[src/rtl/alu_ctrl_pkg.sv]
// ============================================================================
// Module      : alu_ctrl_pkg
// Description : Shared types, opcode constants and helper functions for the
//               ALU request arbiter (FSM state encoding, opcode legality and
//               per-opcode settle time).
// Revision    : 1.0 - initial release
// ============================================================================
`default_nettype none

package alu_ctrl_pkg;

  // Controller states; explicit 2-bit encoding.
  typedef enum logic [1:0] {
    ST_IDLE = 2'd0,
    ST_WAIT = 2'd1,
    ST_RESP = 2'd2
  } state_t;

  // ALU opcodes carried in select[3:0].
  localparam logic [3:0] OP_MUL    = 4'd0;
  localparam logic [3:0] OP_ADDSUB = 4'd1;
  localparam logic [3:0] OP_LSH    = 4'd2;
  localparam logic [3:0] OP_ASH    = 4'd3;
  localparam logic [3:0] OP_LESS   = 4'd5;
  localparam logic [3:0] OP_OR     = 4'd9;
  localparam logic [3:0] OP_NOR    = 4'd11;

  // True when the opcode is one the ALU implements.
  function automatic logic is_legal_op(input logic [3:0] op);
    case (op)
      OP_MUL, OP_ADDSUB, OP_LSH, OP_ASH,
      OP_LESS, OP_OR, OP_NOR: return 1'b1;
      default:                return 1'b0;
    endcase
  endfunction

  // Settle cycles required by an opcode: MUL is the slow path.
  function automatic logic [3:0] op_wait(input logic [3:0] op,
                                         input int unsigned mul_cycles,
                                         input int unsigned other_cycles);
    if (op == OP_MUL) return 4'(mul_cycles);
    else              return 4'(other_cycles);
  endfunction

endpackage

`default_nettype wire

[src/rtl/alu_req_arbiter_rr_arb2.sv]
// ============================================================================
// Module      : rr_arb2
// Description : Two-way round-robin grant. The pointer names the preferred
//               port; it moves to the other port when a served request
//               completes.
// Ports       : clk, rst_n       - clock / async active-low reset
//               req[1:0]         - request lines
//               cpl, cpl_port    - completion strobe and the port it served
//               gnt_valid        - some request is granted
//               gnt_port         - granted port index
// Revision    : 1.0 - initial release
// ============================================================================
`default_nettype none

module rr_arb2 (
  input  logic       clk,
  input  logic       rst_n,
  input  logic [1:0] req,
  input  logic       cpl,
  input  logic       cpl_port,
  output logic       gnt_valid,
  output logic       gnt_port
);

  logic r_ptr;

  // Preferred port wins if requesting; otherwise a lone requester is served
  // regardless of the pointer.
  always_comb begin
    gnt_valid = |req;
    gnt_port  = r_ptr;
    if (!req[r_ptr]) gnt_port = ~r_ptr;
  end

  always_ff @(posedge clk or negedge rst_n) begin
    if (!rst_n)   r_ptr <= 1'b0;
    else if (cpl) r_ptr <= ~cpl_port;
  end

endmodule

`default_nettype wire

[src/rtl/alu_req_arbiter.sv]
// ============================================================================
// Module      : alu_req_arbiter
// Description : Sequencer and two-port round-robin arbiter in front of a
//               shared combinational ALU. Accepts one operation at a time,
//               drives registered ALU operands/select, waits an op-dependent
//               settle time and returns result/zero/error to the requester.
// Ports       : clk, rst_n                 - clock / async active-low reset
//               reqN_valid/ready/a/b/sel   - request handshake, port N
//               rspN_valid/ready/data/zero/err - response handshake, port N
//               alu_a, alu_b, alu_sel      - registered ALU inputs
//               alu_out, alu_zero          - ALU result
//               busy                       - controller not idle
// Revision    : 1.0 - initial release
// ============================================================================
`default_nettype none

module alu_req_arbiter
  import alu_ctrl_pkg::*;
#(
  parameter int unsigned MUL_WAIT = 4,
  parameter int unsigned OP_WAIT  = 1
) (
  input  logic        clk,
  input  logic        rst_n,
  input  logic        req0_valid,
  output logic        req0_ready,
  input  logic [31:0] req0_a,
  input  logic [31:0] req0_b,
  input  logic [4:0]  req0_sel,
  input  logic        req1_valid,
  output logic        req1_ready,
  input  logic [31:0] req1_a,
  input  logic [31:0] req1_b,
  input  logic [4:0]  req1_sel,
  output logic        rsp0_valid,
  input  logic        rsp0_ready,
  output logic [31:0] rsp0_data,
  output logic        rsp0_zero,
  output logic        rsp0_err,
  output logic        rsp1_valid,
  input  logic        rsp1_ready,
  output logic [31:0] rsp1_data,
  output logic        rsp1_zero,
  output logic        rsp1_err,
  output logic [31:0] alu_a,
  output logic [31:0] alu_b,
  output logic [4:0]  alu_sel,
  input  logic [31:0] alu_out,
  input  logic        alu_zero,
  output logic        busy
);

  state_t      r_state;
  state_t      w_state_nxt;
  logic        r_port;        // port currently being served
  logic [3:0]  r_cnt;
  logic [31:0] r_alu_a;
  logic [31:0] r_alu_b;
  logic [4:0]  r_alu_sel;
  logic [31:0] r_rsp_data;
  logic        r_rsp_zero;
  logic        r_rsp_err;

  logic        w_gnt_valid;
  logic        w_gnt_port;
  logic        w_accept;
  logic        w_legal;
  logic        w_last;
  logic        w_rsp_ready;
  logic        w_done;
  logic [31:0] w_in_a;
  logic [31:0] w_in_b;
  logic [4:0]  w_in_sel;

  rr_arb2 u_rr_arb2 (
    .clk       (clk),
    .rst_n     (rst_n),
    .req       ({req1_valid, req0_valid}),
    .cpl       (w_done),
    .cpl_port  (r_port),
    .gnt_valid (w_gnt_valid),
    .gnt_port  (w_gnt_port)
  );

  assign w_accept    = (r_state == ST_IDLE) && w_gnt_valid;
  assign req0_ready  = w_accept && !w_gnt_port;
  assign req1_ready  = w_accept &&  w_gnt_port;

  assign w_in_a      = w_gnt_port ? req1_a   : req0_a;
  assign w_in_b      = w_gnt_port ? req1_b   : req0_b;
  assign w_in_sel    = w_gnt_port ? req1_sel : req0_sel;
  assign w_legal     = is_legal_op(w_in_sel[3:0]);

  assign w_last      = (r_state == ST_WAIT) && (r_cnt == 4'd1);
  assign w_rsp_ready = r_port ? rsp1_ready : rsp0_ready;
  assign w_done      = (r_state == ST_RESP) && w_rsp_ready;

  // ---------------------------------------------------------------- FSM
  always_ff @(posedge clk or negedge rst_n) begin
    if (!rst_n) r_state <= ST_IDLE;
    else        r_state <= w_state_nxt;
  end

  always_comb begin
    w_state_nxt = r_state;
    case (r_state)
      ST_IDLE: if (w_accept) w_state_nxt = w_legal ? ST_WAIT : ST_RESP;
      ST_WAIT: if (w_last)   w_state_nxt = ST_RESP;
      ST_RESP: if (w_done)   w_state_nxt = ST_IDLE;
      default:               w_state_nxt = ST_IDLE;
    endcase
  end

  // ----------------------------------------------------------- datapath
  always_ff @(posedge clk or negedge rst_n) begin
    if (!rst_n) begin
      r_port     <= 1'b0;
      r_cnt      <= 4'd0;
      r_alu_a    <= 32'd0;
      r_alu_b    <= 32'd0;
      r_alu_sel  <= 5'd0;
      r_rsp_data <= 32'd0;
      r_rsp_zero <= 1'b0;
      r_rsp_err  <= 1'b0;
    end else begin
      if (w_accept) begin
        r_port <= w_gnt_port;
        if (w_legal) begin
          r_alu_a   <= w_in_a;
          r_alu_b   <= w_in_b;
          r_alu_sel <= w_in_sel;
          r_cnt     <= op_wait(w_in_sel[3:0], MUL_WAIT, OP_WAIT);
        end else begin
          // Illegal op never reaches the ALU; answer with an error at once.
          r_rsp_data <= 32'd0;
          r_rsp_zero <= 1'b0;
          r_rsp_err  <= 1'b1;
        end
      end
      if (r_state == ST_WAIT) begin
        r_cnt <= r_cnt - 4'd1;
        if (w_last) begin
          r_rsp_data <= alu_out;
          r_rsp_zero <= alu_zero;
          r_rsp_err  <= 1'b0;
        end
      end
    end
  end

  // ------------------------------------------------------------ outputs
  assign alu_a      = r_alu_a;
  assign alu_b      = r_alu_b;
  assign alu_sel    = r_alu_sel;
  assign busy       = (r_state != ST_IDLE);

  assign rsp0_valid = (r_state == ST_RESP) && !r_port;
  assign rsp1_valid = (r_state == ST_RESP) &&  r_port;
  assign rsp0_data  = r_rsp_data;
  assign rsp1_data  = r_rsp_data;
  assign rsp0_zero  = r_rsp_zero;
  assign rsp1_zero  = r_rsp_zero;
  assign rsp0_err   = r_rsp_err;
  assign rsp1_err   = r_rsp_err;

endmodule

`default_nettype wire

[config.mk]
export PLATFORM = sky130hd
export DESIGN_NAME = alu_req_arbiter
export DESIGN_NICKNAME = d
export VERILOG_FILES = /design/src/rtl/alu_ctrl_pkg.sv /design/src/rtl/alu_req_arbiter_rr_arb2.sv /design/src/rtl/alu_req_arbiter.sv
export SDC_FILE = /design/constraint.sdc
export NUM_CORES = 1
export LEC_CHECK = 0
export BUFFER_PORTS_ARGS = -buffer_cell sky130_fd_sc_hd__clkbuf_2
export CAP_MARGIN = 30
export CORE_AREA = 2 2 125 127
export CTS_CLUSTER_SIZE = 25
export DETAILED_ROUTE_END_ITERATION = 12
export DIE_AREA = 0 0 127 129
export GPL_ROUTABILITY_DRIVEN = 0
export PLACE_DENSITY = 0.73
export SETUP_SLACK_MARGIN = 0.05
export SYNTH_ARGS = -nofsm -noshare
export SYNTH_HDL_FRONTEND = slang
export SYNTH_SLANG_ARGS = --single-unit
[constraint.sdc]
create_clock -name clk -period 1.8 [get_ports clk]
set_input_delay 0.36 -clock clk [delete_from_list [all_inputs] [get_ports clk]]
set_output_delay 0.36 -clock clk [all_outputs]
set_load 0.05 [all_outputs]
==> run metrics <==
startpoint type of the worst setup path register; distinct cell type count of the synthesized netlist 37; Synth Register Bits 111; violations in the final reports negative hold slack, negative setup slack; Final Cycle Share 122%; Wirelength per Cell 16.4 µm; relative max-transition margin 57.0%; maximum number of pins on one net before global-route repair 66; wire length of the first global-routing pass 24000 µm; Power, Total 0.0184 W; vias post-DR 4718; final worst hold slack -0.00561 ns; Final Routed Wirelength 16200 µm; post-detailed-route count of antenna-violating nets 0; final layout net count 975; Syn Nets 652; most common library cell in the layout ignoring fill and taps clkbuf_2; met2 Track Usage GR 34.3%; highest fanout seen on the critical path 5; ANT cells 0; number of enable flip-flop cells after synthesis 0; first-pass detailed-route iteration total 4; arrival time of data at the critical path endpoint 2.43 ns; core area 15000 µm²; standby leakage power 4.27 nW; antenna violations before repair 0; final HPWL from detailed placement 11100 µm; combined area of the multi-input logic cells 2660 µm²; CTS H-Tree Depth 3; minimum setup slack in the final design -0.397 ns; cell count after placement 948; total I/O pin count 319; Clock Power Share 10.2%; post-synthesis instance area 5520 µm²; # DRC 0; met3 capacity usage during global routing 4.16%; chain of cells forming the critical path and2b_2 -> o21ai_2 -> a221o_1 -> a21oi_4 -> buf_6 -> clkbuf_16 -> mux2_4; Worst Setup End Kind register; TritonCTS clock tree yes; hold-fix buffer count after cts 0; share of cells above drive strength 1 66.6%; combined flip-flop and latch cell area 2780 µm²; max-cap viol count 0; die span in x 127 µm; cell-internal power 0.00888 W; Synth Warn # 0; buffer levels on the longest clock path 2; post-synthesis instance total 473; Vias per Instance 4.78; Area Overhead vs Synth 50.7%; FFs w/ async S/R, synth 100%; layer with the highest usage after global routing met2; worst-path cell with the longest stage delay dfrtp_2; power per cell area 2210 nW/µm²; main flop type after synthesis dfrtp_1; final number of hold-violating endpoints 2; RSZ-0062 raised after global routing true; class of the most critical hold timing path input pin to asynchronous set/reset pin; Worst-Margin Slew 0.644 ns; Initial Util 36.9%; area of the die 16400 µm²; GRT Resource Usage Total 18.8%; highest-count cells in the layout ignoring fill and taps clkbuf_2, dfrtp_1, nand2_1; Die Y-Extent 129 µm; number of port buffers 318; net switching share of the total power 51.8%; status finished, violations left; CP max stage delay 0.45 ns; Net Sw Power 0.00954 W; fraction of power consumed by combinational cells 65.7%; clock latency on the worst-skew pair 0.35 ns; Seq pwr share 24.0%; number of slew-limit violations in the final report 0; Root Buffer clkbuf_16; vias in the first global route 4688; crit path time final 2.20 ns; final worst clock skew 0.0101 ns; Achievable Freq 455 MHz; clock slew at reported path FFs 0.07 ns; std cell rows 45; fill count 1324; setup-violating endpoint count in the final report 110; violation count after the first detailed-routing iteration 167; Inserted Clock Buffers 9; kind of critical path register to register; average size of a mapped cell 11.7 µm²; global-route track usage on met1 22.2%; worst voltage drop across the vdd grid 0.00125 V; Final Non-Filler Cells 988; data required time at the worst endpoint 2.03 ns; part of the Yosys area used for sequential elements 50.3%; leftover overflow at the end of global routing 0; CTS Sinks 111
## Yosys cell counts, types with 2 or more instances
library cell	count	area, µm²
a21oi_1	5	25.0
and2_1	3	18.8
and2b_1	2	15.0
buf_2	5	25.0
buf_4	35	263
buf_6	6	67.6
clkbuf_1	13	48.8
dfrtp_1	111	2780
ha_1	2	25.0
inv_1	3	11.3
mux2_1	69	777
mux2_2	66	743
nand2_1	77	289
nand2b_1	3	18.8
nand3_1	3	15.0
nor2_1	2	7.51
nor2b_1	6	37.5
o211ai_1	2	15.0
o21ai_0	6	30.0
o21ai_1	35	175
o21bai_1	2	15.0
or3_1	2	12.5
## cell families (layout without fill, tap and decap cells)
family / Yosys count / in the layout / share of synthesized area, %
multiplexers: 136 / 136 / 27.7
flip-flops: 111 / 111 / 50.3
AND/OR/NAND/NOR: 105 / 105 / 8.36
buffers and inverters: 63 / 390 / 7.59
AO/OA/AOI/OAI: 56 / 56 / 5.62
adder cells (fa/ha/maj): 2 / 2 / 0.453
## power groups by stage
stage          sequential [W]  clock (W)  combinational [W]
2_1_floorplan         0.00816          0            0.00434
3_3_place_gp          0.00436          0             0.0102
3_5_place_dp          0.00441          0             0.0103
4_1_cts               0.00439    0.00195             0.0115
5_1_grt               0.00458    0.00208             0.0127
6_report              0.00442    0.00189             0.0121
## sequential cells by signal (all words and copies together), names as in the netlist
register         cells
rsp0_data           32
u_rr_arb2.r_ptr      1
r_state              2
alu_sel              5
alu_a               32
rsp0_err             1
r_cnt                4
alu_b               32
rsp0_zero            1
r_port               1
## metal layers
layer | vias to the layer above | part of all wire (%)
li1 | 2244 | -
met1 | 2258 | 41
met2 | 203 | 51
met3 | 13 | 6.2
met4 | 0 | 1.4
met5 | - | 0
## through the flow
step                TNS [ns]  instance area, µm²  worst slack, ns  hold WS [ns]  util (%)
finish                -32.09                8330           -0.397      -0.00561      55.6
global route          -38.64                8330           -0.444        0.0115      55.6
CTS                   -28.91                8030           -0.306       0.00590      53.6
detailed placement    -35.84                7280           -0.454         0.388      48.6
global placement      -28.95                7280           -0.380         0.384      48.6
floorplan             -11.24                5580           -0.180        0.0644         -
## timing repair
item	4_1_cts	5_1_grt
endpoints found under the hold margin	0	0
resized for setup	68	43
cloned	5	7
buffers inserted	8	6
pin swaps	14	11
setup endpoints to repair	112	112
## final timing paths
path	startpoint	end	slack [ns]	cells after the start
hold reg to reg	alu_a[14]	alu_a[14]	0.48	1
min in group clk	alu_out[14]	rsp0_data[14]	0.21	3
setup / recovery	u_rr_arb2.r_ptr	alu_b[19]	-0.40	7
max in group asynchronous	rst_n	rsp0_zero	1.21	2
setup reg to reg	u_rr_arb2.r_ptr	alu_b[19]	-0.40	7
hold / removal	rst_n	alu_b[5]	-0.006	2
## critical path: cells and delay by family, from the launching register on
kind	cells	cell delay [ns]
compound gates	3	0.68
buf+inv	2	0.36
simple gates	1	0.29
mux	1	0.30
flops	1	0.45
## area by class of cell
class | count | share of cell area, %
Clock buffer | 11 | 2.92
Clock inverter | 4 | 0.361
Inverter | 3 | 0.135
Multi-Input combinational cell | 299 | 31.9
Sequential cell | 111 | 33.4
Tap cell | 188 | 2.83
Timing Repair Buffer | 372 | 28.5
Note: power is estimated with default switching activity, not from simulation.
